--- config.mk ---
export PLATFORM = sky130hd
export DESIGN_NAME = uart_tx_nibble_fifo_flat
export DESIGN_NICKNAME = d
export VERILOG_FILES = /design/src/rtl/uart_tx_nibble_fifo_if.sv /design/src/rtl/uart_tx_nibble_fifo.sv /design/src/flat_wrapper.sv
export SDC_FILE = /design/constraint.sdc
export NUM_CORES = 1
export LEC_CHECK = 0
export BUFFER_PORTS_ARGS = -buffer_cell sky130_fd_sc_hd__buf_4
export CORE_ASPECT_RATIO = 1.4
export CORE_MARGIN = 3
export CORE_UTILIZATION = 46
export CTS_BUF_LIST = sky130_fd_sc_hd__clkbuf_8
export CTS_CLUSTER_DIAMETER = 30
export DETAILED_ROUTE_END_ITERATION = 10
export SLEW_MARGIN = 10
export SYNTH_ARGS = -nofsm -noshare
export SYNTH_HDL_FRONTEND = slang
export SYNTH_SLANG_ARGS = --single-unit
export TNS_END_PERCENT = 30
--- constraint.sdc ---
create_clock -name clk -period 5.5 [get_ports clk]
set_input_delay 1.1 -clock clk [delete_from_list [all_inputs] [get_ports clk]]
set_output_delay 1.1 -clock clk [all_outputs]
set_load 0.01 [all_outputs]
--- src/rtl/uart_tx_nibble_fifo_if.sv ---
// Host-side bundle for uart_tx_nibble_fifo: nibble/mode load port plus serial line and status.
// dbg_state mirrors the transmitter FSM encoding.
interface uart_tx_nibble_fifo_if #(
    parameter int FIFO_DEPTH = 4
);
    localparam int CNT_W = $clog2(FIFO_DEPTH) + 1;

    logic [3:0]       nibble;
    logic [1:0]       mode;
    logic             tx;
    logic             busy;
    logic             fifo_empty;
    logic             fifo_full;
    logic [CNT_W-1:0] fifo_count;
    logic             overflow;
    logic [2:0]       dbg_state;

    modport master (
        output nibble, mode,
        input  tx, busy, fifo_empty, fifo_full, fifo_count, overflow, dbg_state
    );

    modport slave (
        input  nibble, mode,
        output tx, busy, fifo_empty, fifo_full, fifo_count, overflow, dbg_state
    );
endinterface

--- src/rtl/uart_tx_nibble_fifo.sv ---
// UART transmitter fed by nibble-pair pushes into a byte FIFO; LSB-first, 1 or 2 stop bits.
// Optional parity bit after the data bits when UART_PARITY_EN is defined.
module uart_tx_nibble_fifo #(
    parameter int DATA_BITS    = 8,
    parameter int CLKS_PER_BIT = 256,
    parameter int FIFO_DEPTH   = 4,
    parameter int STOP_BITS    = 1,
    parameter int PARITY_ODD   = 0
) (
    input  logic                 clk,
    input  logic                 reset,
    uart_tx_nibble_fifo_if.slave bus
);
    localparam int PTR_W = $clog2(FIFO_DEPTH);
    localparam int CNT_W = PTR_W + 1;
    localparam int TMR_W = $clog2(STOP_BITS * CLKS_PER_BIT);
    localparam int BIT_W = $clog2(DATA_BITS);

    localparam logic [TMR_W-1:0] BIT_RELOAD  = TMR_W'(CLKS_PER_BIT - 1);
    localparam logic [TMR_W-1:0] STOP_RELOAD = TMR_W'(STOP_BITS * CLKS_PER_BIT - 1);
    localparam logic [BIT_W-1:0] LAST_BIT    = BIT_W'(DATA_BITS - 1);
    localparam logic [CNT_W-1:0] FULL_CNT    = CNT_W'(FIFO_DEPTH);

    localparam logic [1:0] MODE_LSB  = 2'b01;
    localparam logic [1:0] MODE_PUSH = 2'b10;
    localparam logic [1:0] MODE_TX   = 2'b11;

`ifdef UART_PARITY_EN
    typedef enum logic [2:0] {S_IDLE, S_START, S_DATA, S_PARITY, S_STOP} state_t;
`else
    typedef enum logic [2:0] {S_IDLE, S_START, S_DATA, S_STOP} state_t;
`endif

    state_t               state_q, state_d;
    logic [TMR_W-1:0]     tmr_q, tmr_d;
    logic [BIT_W-1:0]     bit_q, bit_d;
    logic [DATA_BITS-1:0] shift_q, shift_d;
    logic [1:0]           prev_mode_q;
    logic [3:0]           lsb_q;
    logic [7:0]           mem_q [FIFO_DEPTH];
    logic [PTR_W-1:0]     wr_ptr_q, rd_ptr_q;
    logic [CNT_W-1:0]     count_q, count_d;
    logic                 empty_q, full_q, overflow_q;
    logic                 push, push_ok, pop, can_start, tx_bit;
    logic [7:0]           head;

    assign head      = mem_q[rd_ptr_q];
    assign can_start = (bus.mode == MODE_TX) && (count_q != '0);
    assign push      = (bus.mode == MODE_PUSH) && (prev_mode_q != MODE_PUSH);
    // A push into a full FIFO survives only if the same edge frees a slot.
    assign push_ok   = push && ((count_q != FULL_CNT) || pop);

    always_comb begin
        count_d = count_q;
        case ({push_ok, pop})
            2'b10:   count_d = count_q + 1'b1;
            2'b01:   count_d = count_q - 1'b1;
            default: count_d = count_q;
        endcase
    end

    always_ff @(posedge clk) begin
        if (reset) begin
            prev_mode_q <= 2'b00;
            lsb_q       <= '0;
            wr_ptr_q    <= '0;
            rd_ptr_q    <= '0;
            count_q     <= '0;
            empty_q     <= 1'b1;
            full_q      <= 1'b0;
            overflow_q  <= 1'b0;
        end else begin
            prev_mode_q <= bus.mode;
            if (bus.mode == MODE_LSB) lsb_q <= bus.nibble;
            if (push_ok) wr_ptr_q <= wr_ptr_q + 1'b1;
            if (pop) rd_ptr_q <= rd_ptr_q + 1'b1;
            if (push && !push_ok) overflow_q <= 1'b1;
            count_q <= count_d;
            empty_q <= (count_d == '0);
            full_q  <= (count_d == FULL_CNT);
        end
    end

    always_ff @(posedge clk) begin
        if (!reset && push_ok) mem_q[wr_ptr_q] <= {bus.nibble, lsb_q};
    end

`ifdef UART_PARITY_EN
    logic par_q, par_d;
    always_ff @(posedge clk) begin
        if (reset) par_q <= 1'b0;
        else       par_q <= par_d;
    end
`else
    logic unused_parity_odd;
    assign unused_parity_odd = (PARITY_ODD != 0);
`endif

    always_comb begin
        state_d = state_q;
        tmr_d   = tmr_q;
        bit_d   = bit_q;
        shift_d = shift_q;
        pop     = 1'b0;
        tx_bit  = 1'b1;
`ifdef UART_PARITY_EN
        par_d   = par_q;
`endif
        case (state_q)
            S_IDLE, S_STOP: begin
                if (state_q == S_STOP && tmr_q != '0) begin
                    tmr_d = tmr_q - 1'b1;
                end else if (can_start) begin
                    pop     = 1'b1;
                    state_d = S_START;
                    tmr_d   = BIT_RELOAD;
                    shift_d = head[DATA_BITS-1:0];
`ifdef UART_PARITY_EN
                    par_d   = (^head[DATA_BITS-1:0]) ^ (PARITY_ODD != 0);
`endif
                end else begin
                    state_d = S_IDLE;
                end
            end
            S_START: begin
                tx_bit = 1'b0;
                if (tmr_q == '0) begin
                    state_d = S_DATA;
                    tmr_d   = BIT_RELOAD;
                    bit_d   = '0;
                end else begin
                    tmr_d = tmr_q - 1'b1;
                end
            end
            S_DATA: begin
                tx_bit = shift_q[0];
                if (tmr_q != '0) begin
                    tmr_d = tmr_q - 1'b1;
                end else if (bit_q == LAST_BIT) begin
`ifdef UART_PARITY_EN
                    state_d = S_PARITY;
                    tmr_d   = BIT_RELOAD;
`else
                    state_d = S_STOP;
                    tmr_d   = STOP_RELOAD;
`endif
                end else begin
                    tmr_d   = BIT_RELOAD;
                    bit_d   = bit_q + 1'b1;
                    shift_d = shift_q >> 1;
                end
            end
`ifdef UART_PARITY_EN
            S_PARITY: begin
                tx_bit = par_q;
                if (tmr_q == '0) begin
                    state_d = S_STOP;
                    tmr_d   = STOP_RELOAD;
                end else begin
                    tmr_d = tmr_q - 1'b1;
                end
            end
`endif
            default: state_d = S_IDLE;
        endcase
    end

    always_ff @(posedge clk) begin
        if (reset) begin
            state_q <= S_IDLE;
            tmr_q   <= '0;
            bit_q   <= '0;
            shift_q <= '0;
        end else begin
            state_q <= state_d;
            tmr_q   <= tmr_d;
            bit_q   <= bit_d;
            shift_q <= shift_d;
        end
    end

    assign bus.tx         = tx_bit;
    assign bus.busy       = (state_q != S_IDLE);
    assign bus.fifo_empty = empty_q;
    assign bus.fifo_full  = full_q;
    assign bus.fifo_count = count_q;
    assign bus.overflow   = overflow_q;
    assign bus.dbg_state  = state_q;
endmodule

--- src/flat_wrapper.sv ---
// flat-port wrapper written by rule: the top's interface ports become plain ports
module uart_tx_nibble_fifo_flat 
#(
    parameter int DATA_BITS    = 8,
    parameter int CLKS_PER_BIT = 256,
    parameter int FIFO_DEPTH   = 4,
    parameter int STOP_BITS    = 1,
    parameter int PARITY_ODD   = 0
)
  (clk, reset, bus_nibble, bus_mode, bus_tx, bus_busy, bus_fifo_empty, bus_fifo_full, bus_fifo_count, bus_overflow, bus_dbg_state);
  uart_tx_nibble_fifo_if #(.FIFO_DEPTH(FIFO_DEPTH)) bus_i ();
  input  logic clk;
  input  logic reset;
  input wire logic [$bits(bus_i.nibble)-1:0] bus_nibble;
  input wire logic [$bits(bus_i.mode)-1:0] bus_mode;
  output wire logic [$bits(bus_i.tx)-1:0] bus_tx;
  output wire logic [$bits(bus_i.busy)-1:0] bus_busy;
  output wire logic [$bits(bus_i.fifo_empty)-1:0] bus_fifo_empty;
  output wire logic [$bits(bus_i.fifo_full)-1:0] bus_fifo_full;
  output wire logic [$bits(bus_i.fifo_count)-1:0] bus_fifo_count;
  output wire logic [$bits(bus_i.overflow)-1:0] bus_overflow;
  output wire logic [$bits(bus_i.dbg_state)-1:0] bus_dbg_state;
  assign bus_i.nibble = bus_nibble;
  assign bus_i.mode = bus_mode;
  assign bus_tx = bus_i.tx;
  assign bus_busy = bus_i.busy;
  assign bus_fifo_empty = bus_i.fifo_empty;
  assign bus_fifo_full = bus_i.fifo_full;
  assign bus_fifo_count = bus_i.fifo_count;
  assign bus_overflow = bus_i.overflow;
  assign bus_dbg_state = bus_i.dbg_state;
  uart_tx_nibble_fifo #(.DATA_BITS(DATA_BITS), .CLKS_PER_BIT(CLKS_PER_BIT), .FIFO_DEPTH(FIFO_DEPTH), .STOP_BITS(STOP_BITS), .PARITY_ODD(PARITY_ODD)) u_core (.clk(clk), .reset(reset), .bus(bus_i));
endmodule
==> results of run 1 <==
[flip-flops by register name, indices dropped and copies added (netlist names), 2 cells and up, named ones only]
signal	cells
u_core.tmr_q	8
u_core.rd_ptr_q	2
u_core.wr_ptr_q	2
u_core.bus.dbg_state	2
u_core.bus.fifo_count	3
u_core.lsb_q	4
u_core.prev_mode_q	2
u_core.bit_q	3
u_core.mem_q	32
u_core.shift_q	8
[metal layers]
metal | vias up | part of all wire (%) | GRT usage, %
li1 | 1044 | - | -
met2 | 29 | 55 | 28.1
met5 | - | 0 | 0
met3 | 5 | 2.6 | 2.93
met4 | 0 | 1.1 | 7.38
met1 | 1017 | 41 | 17.6
[stage by stage]
stage | setup slack (ns) | std cells | area [um^2] | hold WS [ns] | total power, mW
3_3_place_gp | 2.13 | 374 | 3400 | 0.454 | 1.33
4_1_cts | 2.36 | 390 | 3590 | 0.474 | 1.73
6_report | 2.35 | 390 | 3590 | 0.476 | 1.71
5_1_grt | 2.08 | 390 | 3590 | 0.508 | 1.83
3_5_place_dp | 2.06 | 374 | 3400 | 0.466 | 1.33
2_1_floorplan | 2.44 | 276 | 3230 | 0.443 | 1.17
[power by group through the flow]
| stage | clock network, mW | registers [mW] | logic [mW] |
|---|---|---|---|
| 2_1_floorplan | 0 | 0.682 | 0.488 |
| 3_5_place_dp | 0 | 0.695 | 0.632 |
| 6_report | 0.398 | 0.683 | 0.630 |
| 5_1_grt | 0.430 | 0.696 | 0.706 |
| 3_3_place_gp | 0 | 0.693 | 0.634 |
| 4_1_cts | 0.409 | 0.684 | 0.634 |
[placed cells by master (no fill, tap or decap), types with 8 or more instances in the layout]
| cell type | Yosys | routed |
|---|---|---|
| sky130_fd_sc_hd__nor2_1 | 26 | 26 |
| sky130_fd_sc_hd__buf_4 | 1 | 17 |
| sky130_fd_sc_hd__clkbuf_8 | 1 | 9 |
| sky130_fd_sc_hd__ha_1 | 12 | 12 |
| sky130_fd_sc_hd__o21ai_0 | 11 | 11 |
| sky130_fd_sc_hd__edfxtp_1 | 32 | 32 |
| sky130_fd_sc_hd__inv_1 | 15 | 16 |
| sky130_fd_sc_hd__mux4_2 | 8 | 8 |
| sky130_fd_sc_hd__nand2_1 | 19 | 19 |
| sky130_fd_sc_hd__dfxtp_1 | 39 | 39 |
| sky130_fd_sc_hd__a21oi_1 | 20 | 20 |
| sky130_fd_sc_hd__mux2_2 | 9 | 9 |
[cells by family (layout without fill, tap and decap cells)]
kind of cell,Yosys count,after routing,share of synthesized area (%)
AOI/OAI and AO/OA,59,59,12.3
xor gates and xnor gates,4,4,1.09
adders and majority gates,13,13,5.27
buffers and inverters,26,48,3.88
DFF,71,71,54.0
muxes,24,24,10.9
other,1,1,0.116
and+or+nand+nor,78,78,12.5
[how the worst max path moves through the flow]
stage / slack, ns / to / startpoint / cells past startpoint
after global routing: 2.08 / u_core.bus.fifo_empty$_SDFF_PP1_ / u_core.bus.dbg_state[1]$_SDFFE_PP0P_ / 9
after global placement: 2.13 / u_core.bus.fifo_empty$_SDFF_PP1_ / bus_mode[0] / 9
final: 2.35 / u_core.bus.fifo_empty$_SDFF_PP1_ / u_core.bus.dbg_state[0]$_SDFFE_PP0P_ / 9
after CTS: 2.36 / u_core.bus.fifo_empty$_SDFF_PP1_ / u_core.bus.dbg_state[0]$_SDFFE_PP0P_ / 9
after floorplan: 2.44 / u_core.bus.fifo_empty$_SDFF_PP1_ / bus_mode[0] / 8
after detailed placement: 2.06 / u_core.bus.fifo_empty$_SDFF_PP1_ / bus_mode[0] / 9
[worst max-delay path, cell delays in order (launching register included)]
cell	delay [ns]
sky130_fd_sc_hd__dfxtp_1	0.38
sky130_fd_sc_hd__inv_1	0.09
sky130_fd_sc_hd__ha_1	0.43
sky130_fd_sc_hd__nor3_1	0.49
sky130_fd_sc_hd__nand2_1	0.18
sky130_fd_sc_hd__fa_1	0.44
sky130_fd_sc_hd__nor3_1	0.23
sky130_fd_sc_hd__mux2_2	0.36
sky130_fd_sc_hd__a32oi_1	0.28
sky130_fd_sc_hd__o311a_1	0.22
[area by class of cell]
cell class,count,area [um^2]
timing repair buffer,17,128
multi-input combinational,179,1360
tap,92,115
fill,590,3110
inverter,15,56.3
clock inverter,7,65.1
clock buffer,9,124
sequential,71,1740
==> results by group, run 1 <==
Critical path
  – Critical-path maximum fanout: 8
  – Worst reg2reg startpoint: u_core.bus.dbg_state[0]$_SDFFE_PP0P_
  – Worst-case register-to-register setup slack: 2.35 ns
  – Depth of the most critical reg-to-reg path: 9
  – Worst flop-to-flop path endpoint: u_core.bus.fifo_empty$_SDFF_PP1_
  – Type of element capturing the critical path: flip-flop
  – Required time of the critical path: 5.79 ns
  – Critical path startpoint category: flip-flop
  – Kind of critical path: flip-flop to flip-flop
  – Critical Path AT: 3.44 ns

Timing
  – Final-report setup violation count: 0
  – Top achievable clock speed: approximately 320 MHz
  – Final Hold Fails: 0
  – Tcrit/Tclk final: 57.3%
  – Transition time of the tightest slew-check pin: 0.897 ns
  – Post-layout min period: 3.15 ns
  – Setup clock skew after layout: 0.00919 ns
  – RSZ-0062 raised after global routing: false
  – Setup TNS: 0 ns
  – Worst-case headroom to the max-slew limit: 40.2%
  – Final Slew Violations: 0

Job
  – Number of max-cap violations: 0

Placed design
  – Total half-perimeter wirelength after legalization and detailed placement: 4.01 mm
  – Routability congestion estimate from global placement: a little under 0.8
  – IO Port Bufs: 17

GRT
  – Grt ovf: 0
  – Global-route wire length before repair: 9.93 mm
  – Number of global-route vias before repair: 2106
  – Maximum number of pins on one net before global-route repair: 33
  – Initial antenna violation count: 0
  – Global-route usage over all layers: between 15 and 20%

Routing
  – Total wire length after detailed routing: 5.78 mm
  – Wire length per cell: 14.8 um
  – Antenna viol nets, final: 0
  – DRC: 0
  – 1st-iter DRT viols: 75
  – Via count: around 2100
  – Number of optimization iterations in the first detailed-route pass: 4
  – Via density per instance: 5.37

Clocking
  – Buffers inserted by post-CTS timing repair: 0
  – CTS tree: built
  – Number of clock buffers inserted by TritonCTS: 9
  – Clock net sink count: 71
  – Number of resized instances in the post-cts repair step: 0
  – Number of H-tree levels: 3
  – Clock-pin slew reported for the worst setup and hold paths after clock tree synthesis: 0.08 ns
  – Buffer type at the clock tree root: sky130_fd_sc_hd__clkbuf_8
  – Hold buffer count at CTS: 0
  – Insertion delay to the later sink of the worst-skew pair: between 0.3 and 0.4 ns
  – Maximum root-to-sink buffer count: 2

Synthesis
  – Cell with the most instances after synthesis: sky130_fd_sc_hd__dfxtp_1
  – Number of warnings printed during yosys synthesis: 0
  – Count of flip-flops with a built-in enable after synthesis: 32
  – Most used DFF post-synth: sky130_fd_sc_hd__dfxtp_1
  – Leading cell types by count after synthesis: 39 x sky130_fd_sc_hd__dfxtp_1, 32 x sky130_fd_sc_hd__edfxtp_1, 26 x sky130_fd_sc_hd__nor2_1
  – Netlist cell types: 54
  – Largest area contributor in the synthesized netlist: sky130_fd_sc_hd__edfxtp_1
  – Ys async rst share: 0%
  – Top cells by area in the synthesized netlist: sky130_fd_sc_hd__edfxtp_1 30%, sky130_fd_sc_hd__dfxtp_1 24%, sky130_fd_sc_hd__mux4_2 5.6%, sky130_fd_sc_hd__ha_1 4.7%, sky130_fd_sc_hd__mux2_2 3.1%
  – Share of Yosys cell area claimed by the top area cell type: around 30%
  – Synthesized cell area: 0.00323 mm^2
  – Seq cells post-synth: 71
  – Avg Cell Area, Syn: roughly 12 um^2
  – Post-synth net total: 297
  – Part of the Yosys area used for sequential elements: about 54%
  – Count of mapped cells out of synthesis: 276

Power and ir drop
  – Share of power burned in combinational logic: 36.8%
  – Fraction of power consumed by the clock network: about a quarter
  – Power per Cell Area: 477 mW/mm^2
  – Cell-internal power: 1.09 mW
  – Part of the total power dissipated in sequential elements: 39.9%
  – Switching Share: 36.2%
  – Switch Pwr: 0.620 mW
  – Worst VDD drop: 0.000205 V
  – LEAKAGE: ~1.3 nW

Cells and area
  – Utilization of the core after routing: a little over half
  – Fraction of layout cells with a size suffix above 1: 18.8%
  – Number of diodes: 0
  – Final net count: about 310
  – Synthesis-to-layout area growth: 11.2%

Floorplanning
  – Die boundary width: around 77 um
  – Core area: between 0.006 and 0.007 mm^2
  – Vertical die dimension: ~110 um
  – Starting Density: 48.2%
  – Row count: 35
  – Area of the die: roughly 0.0081 mm^2
  – Top-level port count: 19

Min path
  – Hold Path Depth: 2
  – Origin of the worst min-delay path: u_core.shift_q[0]$_SDFFE_PP0P_
  – Hold Path Sink: u_core.shift_q[0]$_SDFFE_PP0P_
  – Type of the tightest min-delay check: flip-flop to flip-flop

Run status
  – Status: finished, final reports clean
Power figures use the tool's default switching activity.
==> inputs of run 2 (changes only) <==
clock period = 3.3 ns   (was 5.5 ns; I/O delays follow)
==> run 2 against run 1 <==
Net effect:
- critical path depth did not move
- flip-flop and latch count did not move
- sequential power rose by 67%
- wire length rose by 2.5%
- maximum frequency rose by 15%
- total power rose by 75%
- die area did not move
- sequential share of layout area fell by 0.91 points
- clock skew rose by 0.0031 ns
- clock power rose by 86%
- cell area rose by 1.9%
- global-route usage fell by 0.089 points
- highest routed layer unchanged
==> results by group, run 2 (synthesis results as in run 1) <==
Run status
  – Status: finished, final reports clean

Placed design
  – Instance count after placement with tap cells included: 380 (+1.6%)
  – Total half-perimeter wirelength after legalization and detailed placement: 4.06 mm (+1.0%)
  – IO Port Bufs: 17 (unchanged)
  – Routability congestion estimate from global placement: 0.775 (-2.5%)
  – Dpl cell area: 0.00345 mm^2 (+1.3%)

GRT
  – Initial antenna violation count: 0 (unchanged)
  – Global-route wire length before repair: 9.87 mm (-0.56%)
  – Grt ovf: 0 (unchanged)
  – Maximum number of pins on one net before global-route repair: 33 (unchanged)
  – Global-route usage over all layers: 15.5% (-0.089 points)
  – Number of global-route vias before repair: 2012 (-4.5%)

Power and ir drop
  – LEAKAGE: 1.35 nW (+2.9%)
  – Power per Cell Area: 817 mW/mm^2 (+71%)
  – Worst VDD drop: 0.000451 V (+120%)

Cells and area
  – Number of diodes: 0 (unchanged)
  – Top reg by flops: u_core.mem_q
  – Summed area of non-filler cells in the final layout: 0.00366 mm^2 (+1.9%)
  – Fraction of layout cells with a size suffix above 1: 20.1% (+1.3 points)
  – Synthesis-to-layout area growth: 13.4%
  – Final net count: 320 (+1.9%)
  – Utilization of the core after routing: 54.6% (+1.0 points)
  – Commonest cells after routing, fill and taps aside: 39 x sky130_fd_sc_hd__dfxtp_1, 32 x sky130_fd_sc_hd__edfxtp_1, 26 x sky130_fd_sc_hd__nor2_1, 23 x sky130_fd_sc_hd__buf_4, 20 x sky130_fd_sc_hd__a21oi_1
  – Commonest non-fill, non-tap cell in the layout: sky130_fd_sc_hd__dfxtp_1
  – Largest register FFs: 32 (unchanged)
  – Non-filler instance count after layout: 396 (+1.5%)
  – Top Registers: u_core.mem_q x32, u_core.shift_q x8, u_core.tmr_q x8

Clocking
  – Number of clock buffers inserted by TritonCTS: 9 (unchanged)
  – Insertion delay to the later sink of the worst-skew pair: 0.34 ns (about the same)
  – Hold buffer count at CTS: 0 (unchanged)
  – Buffers inserted by post-CTS timing repair: 0 (unchanged)
  – Number of H-tree levels: 3 (unchanged)
  – CTS tree: built
  – Clock-pin slew reported for the worst setup and hold paths after clock tree synthesis: 0.08 ns (about the same)
  – Buffer type at the clock tree root: sky130_fd_sc_hd__clkbuf_8
  – Maximum root-to-sink buffer count: 2 (unchanged)
  – Number of resized instances in the post-cts repair step: 0 (unchanged)
  – Clock net sink count: 71 (unchanged)

Routing
  – Antenna viol nets, final: 0 (unchanged)
  – Via density per instance: 5.43 (+1.1%)
  – Total wire length after detailed routing: 5.93 mm (+2.5%)
  – Via count: 2151 (+2.7%)
  – Number of optimization iterations in the first detailed-route pass: 4 (unchanged)
  – Wire length per cell: 15.0 um (+0.97%)
  – DRC: 0 (unchanged)
  – 1st-iter DRT viols: 129 (+72%)

Critical path
  – Kind of critical path: flip-flop to flip-flop
  – Worst reg2reg startpoint: u_core.bus.dbg_state[0]$_SDFFE_PP0P_
  – Critical path startpoint category: flip-flop
  – Required time of the critical path: 3.59 ns (-2.20 ns)
  – Critical Path AT: 3.04 ns (-0.40 ns)
  – Critical-path maximum fanout: 4 (-4)
  – Type of element capturing the critical path: flip-flop
  – Cells along the critical path: inv_1 -> ha_1 -> nor3_1 -> nand2_1 -> fa_1 -> nor3_1 -> mux2_2 -> a32oi_1 -> o311a_1
  – Most repeated library cell on the critical path: sky130_fd_sc_hd__nor3_1
  – Slowest library cell on the worst path: sky130_fd_sc_hd__fa_1
  – Slowest cell delay on critical path: 0.43 ns (-0.06 ns)
  – Crit path from: u_core.bus.dbg_state[0]$_SDFFE_PP0P_

Timing
  – Post-layout min period: 2.75 ns (-0.401 ns)
  – Final-report setup violation count: 0 (unchanged)
  – Top achievable clock speed: 363 MHz (+15%)
  – Final Slew Violations: 0 (unchanged)
  – Setup TNS: 0 ns (unchanged)
  – Transition time of the tightest slew-check pin: 0.792 ns (-0.105 ns)
  – RSZ-0062 raised after global routing: false
  – Final Hold Fails: 0 (unchanged)
  – Setup clock skew after layout: 0.0122 ns (+0.00306 ns)
  – Worst-case headroom to the max-slew limit: 47.2% (+7.0 points)
  – Tcrit/Tclk final: 83.4% (+26 points)

Job
  – Number of max-cap violations: 0 (unchanged)

Floorplanning
  – Vertical die dimension: 105 um (unchanged)
  – Core area: 0.00670 mm^2 (unchanged)
  – Top-level port count: 19 (unchanged)
  – Row count: 35 (unchanged)
  – Area of the die: 0.00807 mm^2 (unchanged)
  – Starting Density: 48.2% (unchanged)
  – Die boundary width: 76.8 um (unchanged)

Min path
  – Type of the tightest min-delay check: flip-flop to flip-flop
  – Origin of the worst min-delay path: u_core.shift_q[0]$_SDFFE_PP0P_
==> run 2: cell count changes in the layout (fill, tap and decap cells not counted) <==
cell	delta
sky130_fd_sc_hd__buf_4	+6
sky130_fd_sc_hd__clkinv_2	-2
sky130_fd_sc_hd__bufinv_16	+1
sky130_fd_sc_hd__clkinv_1	+1
==> run 2: layout make-up <==
| cell class | count | area (um^2) |
|---|---|---|
| clock buffer | 9 | 124 |
| sequential | 71 | 1740 |
| clock inverter | 7 | 88.8 |
| fill | 608 | 3040 |
| multi-input combinational | 179 | 1360 |
| timing repair buffer | 23 | 173 |
| tap | 92 | 115 |
| inverter | 15 | 56.3 |
==> run 2: worst max-delay path: cells and delay by family, from the launching register on <==
family | cells | cell delay [ns]
AND/OR/NAND/NOR | 3 | 0.63
multiplexers | 1 | 0.36
AO/OA/AOI/OAI | 2 | 0.48
buffers and inverters | 1 | 0.09
adder cells (fa/ha/maj) | 2 | 0.75
flip-flops | 1 | 0.39
==> run 2: path summary, 6_finish.rpt <==
check                           cells past startpoint                          endpoint  slack, ns
worst max-delay path                                9  u_core.bus.fifo_empty$_SDFF_PP1_       0.55
worst min-delay path                                2    u_core.shift_q[0]$_SDFFE_PP0P_       0.48
worst max register to register                      9  u_core.bus.fifo_empty$_SDFF_PP1_       0.55
worst min register to register                      2    u_core.shift_q[0]$_SDFFE_PP0P_       0.48
==> run 2: power breakdown <==
group	internal, mW	switching (mW)	total [mW]	leakage (nW)
Sequential	1.03	0.104	1.14	0.611
Clock	0.420	0.321	0.741	0.108
Combinational	0.488	0.624	1.11	0.636
==> run 2: routing by layer <==
| metal | vias up | routed length, um | track usage [%] |
|---|---|---|---|
| met4 | 0 | 97 | 5.96 |
| met5 | - | 0 | 0 |
| met1 | 1043 | 2550 | 19.0 |
| met3 | 6 | 206 | 4.14 |
| met2 | 44 | 3080 | 26.0 |
| li1 | 1058 | - | - |
==> run 2: through the flow <==
step | hold WS [ns] | power [mW] | setup slack, ns
floorplan | 0.443 | 1.95 | 0.446
global placement | 0.453 | 2.26 | 0.630
detailed placement | 0.464 | 2.27 | 0.562
CTS | 0.473 | 3.02 | 0.564
global route | 0.498 | 3.20 | 0.349
finish | 0.475 | 2.99 | 0.547
